<file path="src/rtl/dmem_port_arbiter.sv">
// Shares BRAM data port B between the CPU MEM stage and the loader/debug master, with a
// starvation guard, loader lock bursts and tagged routing of read responses to their owner.
module dmem_port_arbiter #(
  parameter int ADDR_W       = 32,
  parameter int DATA_W       = 32,
  parameter int RD_LAT       = 1,
  parameter int STARVE_LIMIT = 8
) (
  input  logic                clk,
  input  logic                rst_n,
  input  logic                cpu_valid,
  output logic                cpu_ready,
  input  logic [DATA_W/8-1:0] cpu_we,
  input  logic [ADDR_W-1:0]   cpu_addr,
  input  logic [DATA_W-1:0]   cpu_wdata,
  output logic                cpu_rvalid,
  output logic [DATA_W-1:0]   cpu_rdata,
  output logic                cpu_stall,
  input  logic                ld_valid,
  output logic                ld_ready,
  input  logic [DATA_W/8-1:0] ld_we,
  input  logic [ADDR_W-1:0]   ld_addr,
  input  logic [DATA_W-1:0]   ld_wdata,
  input  logic                ld_lock,
  output logic                ld_rvalid,
  output logic [DATA_W-1:0]   ld_rdata,
  output logic                mem_en,
  output logic [DATA_W/8-1:0] mem_we,
  output logic [ADDR_W-1:0]   mem_addr,
  output logic [DATA_W-1:0]   mem_wdata,
  input  logic [DATA_W-1:0]   mem_rdata
);

  localparam int CNT_W = $clog2(STARVE_LIMIT + 1);

  typedef enum logic {
    ST_ARB    = 1'b0,
    ST_LOCKED = 1'b1
  } state_t;

  state_t              r_state;
  state_t              w_state_nxt;
  logic [CNT_W-1:0]    r_starve_cnt;
  logic                w_forced;
  logic                w_cpu_gnt;
  logic                w_ld_gnt;
  logic                w_tag_vld;
  logic                w_tag_own;
  logic [RD_LAT-1:0]   r_tag_vld;
  logic [RD_LAT-1:0]   r_tag_own;

  assign w_forced = (r_starve_cnt == CNT_W'(STARVE_LIMIT));

  always_comb begin
    w_state_nxt = r_state;
    w_cpu_gnt   = 1'b0;
    w_ld_gnt    = 1'b0;
    case (r_state)
      ST_ARB: begin
        if (ld_valid && (!cpu_valid || w_forced)) begin
          w_ld_gnt = 1'b1;
          if (ld_lock) w_state_nxt = ST_LOCKED;
        end else begin
          w_cpu_gnt = cpu_valid;
        end
      end
      ST_LOCKED: begin
        w_ld_gnt = ld_valid;
        if (!ld_lock) w_state_nxt = ST_ARB;
      end
      default: w_state_nxt = ST_ARB;
    endcase
    // Grants are masked during reset so that every output, including the muxed bus, reads 0.
    if (!rst_n) begin
      w_cpu_gnt = 1'b0;
      w_ld_gnt  = 1'b0;
    end
  end

  always_ff @(posedge clk or negedge rst_n) begin
    if (!rst_n) r_state <= ST_ARB;
    else        r_state <= w_state_nxt;
  end

  always_ff @(posedge clk or negedge rst_n) begin
    if (!rst_n) begin
      r_starve_cnt <= '0;
    end else if (!ld_valid || w_ld_gnt) begin
      r_starve_cnt <= '0;
    end else if (!w_forced) begin
      r_starve_cnt <= r_starve_cnt + 1'b1;
    end
  end

  assign cpu_ready = w_cpu_gnt;
  assign ld_ready  = w_ld_gnt;
  assign cpu_stall = rst_n & cpu_valid & ~w_cpu_gnt;
  assign mem_en    = w_cpu_gnt | w_ld_gnt;

  always_comb begin
    mem_we    = '0;
    mem_addr  = '0;
    mem_wdata = '0;
    if (w_cpu_gnt) begin
      mem_we    = cpu_we;
      mem_addr  = cpu_addr;
      mem_wdata = cpu_wdata;
    end else if (w_ld_gnt) begin
      mem_we    = ld_we;
      mem_addr  = ld_addr;
      mem_wdata = ld_wdata;
    end
  end

  assign w_tag_vld = (w_cpu_gnt && (cpu_we == '0)) || (w_ld_gnt && (ld_we == '0));
  assign w_tag_own = w_ld_gnt;

  if (RD_LAT == 1) begin : g_tag_lat1
    always_ff @(posedge clk or negedge rst_n) begin
      if (!rst_n) begin
        r_tag_vld <= '0;
        r_tag_own <= '0;
      end else begin
        r_tag_vld <= w_tag_vld;
        r_tag_own <= w_tag_own;
      end
    end
  end else begin : g_tag_latn
    always_ff @(posedge clk or negedge rst_n) begin
      if (!rst_n) begin
        r_tag_vld <= '0;
        r_tag_own <= '0;
      end else begin
        r_tag_vld <= {r_tag_vld[RD_LAT-2:0], w_tag_vld};
        r_tag_own <= {r_tag_own[RD_LAT-2:0], w_tag_own};
      end
    end
  end

  assign cpu_rvalid = r_tag_vld[RD_LAT-1] & ~r_tag_own[RD_LAT-1];
  assign ld_rvalid  = r_tag_vld[RD_LAT-1] &  r_tag_own[RD_LAT-1];
  assign cpu_rdata  = cpu_rvalid ? mem_rdata : '0;
  assign ld_rdata   = ld_rvalid  ? mem_rdata : '0;

endmodule
</file>
<file path="config.mk">
export PLATFORM = sky130hd
export DESIGN_NAME = dmem_port_arbiter
export DESIGN_NICKNAME = d
export VERILOG_FILES = /design/src/rtl/dmem_port_arbiter.sv
export SDC_FILE = /design/constraint.sdc
export NUM_CORES = 1
export LEC_CHECK = 0
export ABC_AREA = 1
export BUFFER_PORTS_ARGS = -buffer_cell sky130_fd_sc_hd__clkbuf_2
export CORE_AREA = 10 10 112 114
export CTS_BUF_LIST = sky130_fd_sc_hd__clkbuf_4 sky130_fd_sc_hd__clkbuf_8
export CTS_CLUSTER_DIAMETER = 40
export DETAILED_ROUTE_END_ITERATION = 10
export DIE_AREA = 0 0 122 124
export GPL_ROUTABILITY_DRIVEN = 0
export HOLD_SLACK_MARGIN = 0.05
export PLACE_DENSITY = 0.6
export SYNTH_ARGS = -nofsm -noshare
export SYNTH_HDL_FRONTEND = slang
export SYNTH_SLANG_ARGS = --single-unit
</file>
<file path="constraint.sdc">
create_clock -name clk -period 1.6 [get_ports clk]
set_clock_uncertainty 0.1 [all_clocks]
set_input_delay 0.08 -clock clk [delete_from_list [all_inputs] [get_ports clk]]
set_output_delay 0.08 -clock clk [all_outputs]
set_load 0.005 [all_outputs]
</file>
### Word-level counts from Yosys, hierarchy flattened

Index checks and enable logic that the tools add are counted.
W data, S select, Z words.

| storage, ports and cells | value |
|---|---|
| output and inout bits | 138 |
| bits of input ports | 173 |
| flip-flop bits (word level) | 7 |

| operators by class | value |
|---|---|
| bitwise logic cells | 8 |
| eq/ne operators | 2 |
| muxes and demuxes | 19 |
| reduce and logical (&&, ||, !) cells | 10 |
| add/subtract/negate cells | 1 |

Operators by type and width:

| operator | count |
|---|---|
| $mux W32 | 6 |
| $mux W4 | 4 |
| $logic_not A4 Y1 | 2 |
| $mux W1 | 7 |
| $add A4 B1 Y4 const B | 1 |
| $and A1 B1 Y1 | 4 |
| $eq A4 B4 Y1 const B | 1 |
| $pmux W1 S2 | 2 |
| $logic_and A1 B1 Y1 | 3 |
| $logic_or A1 B1 Y1 | 3 |
| $not A1 Y1 | 3 |
| $logic_not A1 Y1 | 2 |
| $ne A2 B1 Y1 const B | 1 |
| $or A1 B1 Y1 | 1 |

### Longest topological paths before layout

| logic depth | value |
|---|---|
| depth in word-level cells | 8 |
| gate-level depth with buffers | 8 |
| gate-level depth less buffers | 7 |

### Worst setup path after synthesis

Ideal clock, no wire load.

| timing | value |
|---|---|
| path kind | register -> register |
| start | register r_starve_cnt[0] |
| end | register r_tag_vld |
| slack | 167 ps |
| data arrival time | 1,215 ps |
| library setup time | 118 ps |
| stages on the path, launching flop included | 9 |
| clock period less this slack | 1,433 ps |
| data required time | 1,382 ps |
| cell sequence | dfrtp_1 -> inv_1 -> ha_1 -> nand3_2 -> nand2_4 -> nand2_8 -> buf_6 -> nand3_1 -> nand2_1 |

| between the ends | value |
|---|---|
| cells in the longest elaborated chain, start to end | 8 |
| elaborated cells between the ends (all ways) | 12 |

Ends and longest elaborated chain:

| what | line | RTL |
|---|---|---|
| start, declared | 43 | `logic [CNT_W-1:0] r_starve_cnt;` |
| start signal, assigned | 91 | `r_starve_cnt <= r_starve_cnt + 1'b1;` |
| $eq A4 B4 Y1 * | 52 | `assign w_forced = (r_starve_cnt == CNT_W'(STARVE_LIMIT));` |
| $logic_or A1 B1 Y1 * | 60 | `if (ld_valid && (!cpu_valid \|\| w_forced)) begin` |
| $logic_and A1 B1 Y1 * | 60 |  |
| $mux W1 | 60 |  |
| $pmux W1 S2 or $mux W1 (tied branches) | 58 | `case (r_state)` |
| $mux W1 | 74 | `if (!rst_n) begin` |
| $logic_and A1 B1 Y1 | 115 | `assign w_tag_vld = (w_cpu_gnt && (cpu_we == '0)) \|\| (w_ld_gnt && (ld_we == '0));` |
| $logic_or A1 B1 Y1 * | 115 |  |
| named net w_tag_vld | 47 | `logic w_tag_vld;` |
| end signal, assigned | 124 | `r_tag_vld <= w_tag_vld;` |
| end, declared | 49 | `logic [RD_LAT-1:0] r_tag_vld;` |

The timed path passes the listed nets; every way through them passes the cells marked *.
A chain may end at the register's enable or synchronous reset.

### Worst setup path in the final report

| timing | value |
|---|---|
| start | register r_starve_cnt[0] |
| end | output port mem_wdata[23] |

| between the ends | value |
|---|---|
| cells in the longest elaborated chain, start to end | 8 |
| elaborated cells between the ends (all ways) | 11 |

Ends and longest elaborated chain:

| what | line | RTL |
|---|---|---|
| $eq A4 B4 Y1 * | 52 |  |
| $logic_or A1 B1 Y1 * | 60 |  |
| $logic_and A1 B1 Y1 * | 60 |  |
| $mux W1 | 60 |  |
| $pmux W1 S2 | 58 |  |
| $mux W1 | 74 |  |
| $mux W32 | 108 | `end else if (w_ld_gnt) begin` |
| $mux W32 * | 104 | `if (w_cpu_gnt) begin` |
| end, declared | 30 | `output logic [DATA_W-1:0] mem_wdata,` |

Mark *: on every way between the ends. The rest lies on a longest branch, timed or not.

==> flow_metrics.tcl <==
set metrics [dict create \
    outcome "finished, violations left" \
    failed_checks "negative setup slack" \
    cap_viol_max_count 0 \
    design_power_total_w 0.001421 \
    fp.coreArea_um2 10230 \
    multi_input_area_um2 1559 \
    count_of_state_elements_after_synthesis 7 \
    unrepaired_setup_endpoints_after_global_routing "yes" \
    max_fanout_on_critical_path 11 \
    port_buffers 310 \
    mappedNetlistArea_um2 1941 \
    die-area_um2 15130 \
    detailed_place_hpwl_mm 11.04 \
    mappedNetlistNets 566 \
    cts.reportedPaths.clkPinSlew_ns 0.04 \
    antenna_found_initial 0 \
    cts_buffers 3 \
    grt_pass1_wl_mm 19.34 \
    numClockSinks 7 \
    synthesis.area_per_instance_um2 4.963 \
    switching_share 0.3902 \
    synth_top_cell_by_area "sky130_fd_sc_hd__nand3_1" \
    grt_use_met2 0.2857 \
    max_freq_mhz 564.0 \
    num_rows 37 \
    layout-drive-gt1-share 0.5453 \
    finish.instance_area_um2 4173 \
    startpoint_type "flop" \
    grt_start_max_net_pins 42 \
    synth.most_common_cell "sky130_fd_sc_hd__nand3_1" \
    power.clock.fraction 0.182 \
    routed-via-count 3629 \
    critPathArrivalTime_ns 1.59 \
    cells_after_synthesis 391 \
    floorplan.die.width_um 122 \
    finalWorstSetupSlack_ns -0.1732 \
    rr_startpoint "r_starve_cnt[0]" \
    ys.warnings.count 0 \
    min_path_type "in -> reg" \
    cp.required_ns 1.42 \
    p_leak_nw 2.786 \
    slew-limit-headroom 0.7657 \
    netlist_top_cells_count "sky130_fd_sc_hd__nand3_1 (138), sky130_fd_sc_hd__nand2_1 (77), sky130_fd_sc_hd__nor2_1 (76), sky130_fd_sc_hd__inv_1 (42), sky130_fd_sc_hd__clkbuf_1 (14)" \
    synth_ff_type "sky130_fd_sc_hd__dfrtp_1" \
    boundaryPins 311 \
    power.sequential.fraction 0.136 \
    synth_edf_count 0 \
    ys_types 19 \
    hold_viol 0 \
    grt_busiest_layer "met2" \
    clockBufferDepth 2 \
    finish.utilization 0.4079 \
    routed_wirelength_mm 13.80 \
    setup.reg_to_reg.worst_slack_ns 0.14 \
    vdd_ir_drop_max_uv 196.9 \
    worstSetupEndpoint "mem_wdata[23]" \
    async_set_reset_flop_share_out_of_synthesis 1.000 \
    ys_seq_area_frac 0.09026 \
    fillers 1140 \
    finalHoldWorstSlack_ns 0.07303 \
    crit_type "reg -> out" \
    worst_hold_path.num_cells 4 \
    detail_route.iter0.violations 299 \
    drc_errors 0 \
    grtUsageMet3 0.04932 \
    cell_internal_pwr_w 0.0008665 \
    cts_max_level 1 \
    global_route.overflow_total 0 \
    seq_area_um2 175.2 \
    power.share.combinational 0.682 \
    actual_transition_at_the_worst_max_transition_pin_ns 0.3514 \
    routed_wire_length_per_instance_um 16.39 \
    netlist_top_cells_area "sky130_fd_sc_hd__nand3_1 (36%), sky130_fd_sc_hd__nand2_1 (15%), sky130_fd_sc_hd__nor2_1 (15%), sky130_fd_sc_hd__dfrtp_1 (9.0%), sky130_fd_sc_hd__inv_1 (8.1%)" \
    worstSkewPairLatency_ns 0.22 \
    clk_root_buffer_cell "sky130_fd_sc_hd__clkbuf_8" \
    timing_max_transition_violations_final 0 \
    grt_use_total 0.1563 \
    flow.area_growth_from_synthesis_pct 115.0 \
    vertical_die_dimension_um 124 \
    reg2regPathDepth 8 \
    num_antenna_cells 0 \
    cts_tree "yes" \
    placedInstanceArea_um2 3704 \
    drt-vias-per-instance 4.310 \
    grt.met1_usage 0.1723 \
    timing.critical_path.from "r_starve_cnt[0]" \
    switchingPower_w 0.0005543 \
    power_per_cell_area_nw_per_um2 340.5 \
    yosysTopAreaCellShare 0.3559 \
    r2r_end "r_starve_cnt[0]" \
    fin_crit_ns 1.773 \
    nets 882 \
    cp-end-kind "output pin" \
    detail-route-antenna-nets 0 \
    floorplan.initialDensity 0.1897 \
    number_of_detailed_route_iterations_in_the_first_pass 4 \
    post-route-period-util 1.108 \
    first_global_vias 3589 \
    setup_viol 72 \
]
## placed cells by master (no fill, tap or decap), types with 2 or more instances in the layout
master and instances:
sky130_fd_sc_hd__xor2_1 3, sky130_fd_sc_hd__nor2_1 74, sky130_fd_sc_hd__buf_4 13, sky130_fd_sc_hd__buf_6 7, sky130_fd_sc_hd__buf_16 3, sky130_fd_sc_hd__buf_2 8, sky130_fd_sc_hd__nand4_1 2, sky130_fd_sc_hd__nand3_1 115
sky130_fd_sc_hd__inv_1 39, sky130_fd_sc_hd__nand2_1 75, sky130_fd_sc_hd__dfrtp_1 7, sky130_fd_sc_hd__inv_2 6, sky130_fd_sc_hd__buf_12 7, sky130_fd_sc_hd__dlygate4sd3_1 3, sky130_fd_sc_hd__clkbuf_8 3, sky130_fd_sc_hd__nand2_2 3
sky130_fd_sc_hd__clkbuf_16 3, sky130_fd_sc_hd__clkbuf_2 301, sky130_fd_sc_hd__nand2_8 2, sky130_fd_sc_hd__nand3_2 23
## registers in the layout, summed over array words and instances, names as in the netlist
| register | count |
|---|---|
| r_tag_vld | 1 |
| r_starve_cnt | 4 |
| r_tag_own | 1 |
| r_state | 1 |
## metrics by stage
| stage | setup WS [ns] | TNS, ns | instances |
|---|---|---|---|
| floorplan | 0.1672 | 0 | 391 |
| global placement | 0.02668 | 0 | 823 |
| detailed placement | 0.02163 | 0 | 823 |
| CTS | -0.1653 | -9.816 | 837 |
| global route | -0.2652 | -16.47 | 842 |
| finish | -0.1732 | -9.792 | 842 |
## routing by layer
| metal | wire (um) | part of all wire |
|---|---|---|
| met1 | 4774 | 0.35 |
| met2 | 7349 | 0.53 |
| met3 | 1553 | 0.11 |
| met4 | 122 | 0.0088 |
| met5 | 0 | 0 |
## power groups by stage
stage | Sequential [W] | Clock (W) | Combinational (W)
2_1_floorplan | 0.000195 | 0 | 0.000358
3_3_place_gp | 0.000194 | 0 | 0.000815
6_report | 0.000194 | 0.000258 | 0.000969
3_5_place_dp | 0.000195 | 0 | 0.000813
5_1_grt | 0.000195 | 0.000277 | 0.00107
4_1_cts | 0.000193 | 0.000268 | 0.000917
## cell type report
cell class / count / share of cell area
Timing Repair Buffer: 345 / 0.4915
Clock buffer: 4 / 0.01169
Multi-Input combinational cell: 305 / 0.3736
Tap cell: 136 / 0.04078
Sequential cell: 7 / 0.04198
Inverter: 45 / 0.04048
## kinds of logic after synthesis
kind of cell / share of synthesized area
AND/OR/NAND/NOR: 0.6950
buffers and inverters: 0.1883
flip-flops: 0.09027
XOR/XNOR: 0.01354
adder cells (fa/ha/maj): 0.01289
## repair_timing
item / in CTS / in global routing
hold buffers: 3 / 0
cloned: 3 / 4
pin swaps: 3 / 6
endpoints found under the hold margin: 9 / 0
endpoints found under the setup margin: 72 / 72
setup buffers: 4 / 1
resized for setup: 28 / 25
## how the worst min path moves through the flow
stage	startpoint	end	slack, ns
CTS	ld_we[2]	r_tag_vld	0.07
global route	ld_we[1]	r_tag_vld	0.1
floorplan	rst_n	r_starve_cnt[0]	-0.32
global placement	rst_n	r_tag_own	-0.20
finish	ld_we[2]	r_tag_vld	0.07
detailed placement	rst_n	r_tag_own	-0.20
## worst max-delay path, stage by stage (launching register included)
cell                       delay [ns]
sky130_fd_sc_hd__dfrtp_1         0.38
sky130_fd_sc_hd__inv_2           0.08
sky130_fd_sc_hd__ha_4            0.15
sky130_fd_sc_hd__nand3_4         0.10
sky130_fd_sc_hd__nand2_8         0.12
sky130_fd_sc_hd__nand2_8         0.11
sky130_fd_sc_hd__buf_12          0.17
sky130_fd_sc_hd__nand3_1         0.07
sky130_fd_sc_hd__nand2_1         0.08
sky130_fd_sc_hd__clkbuf_2        0.12
Note: power is estimated with default switching activity, not from simulation.
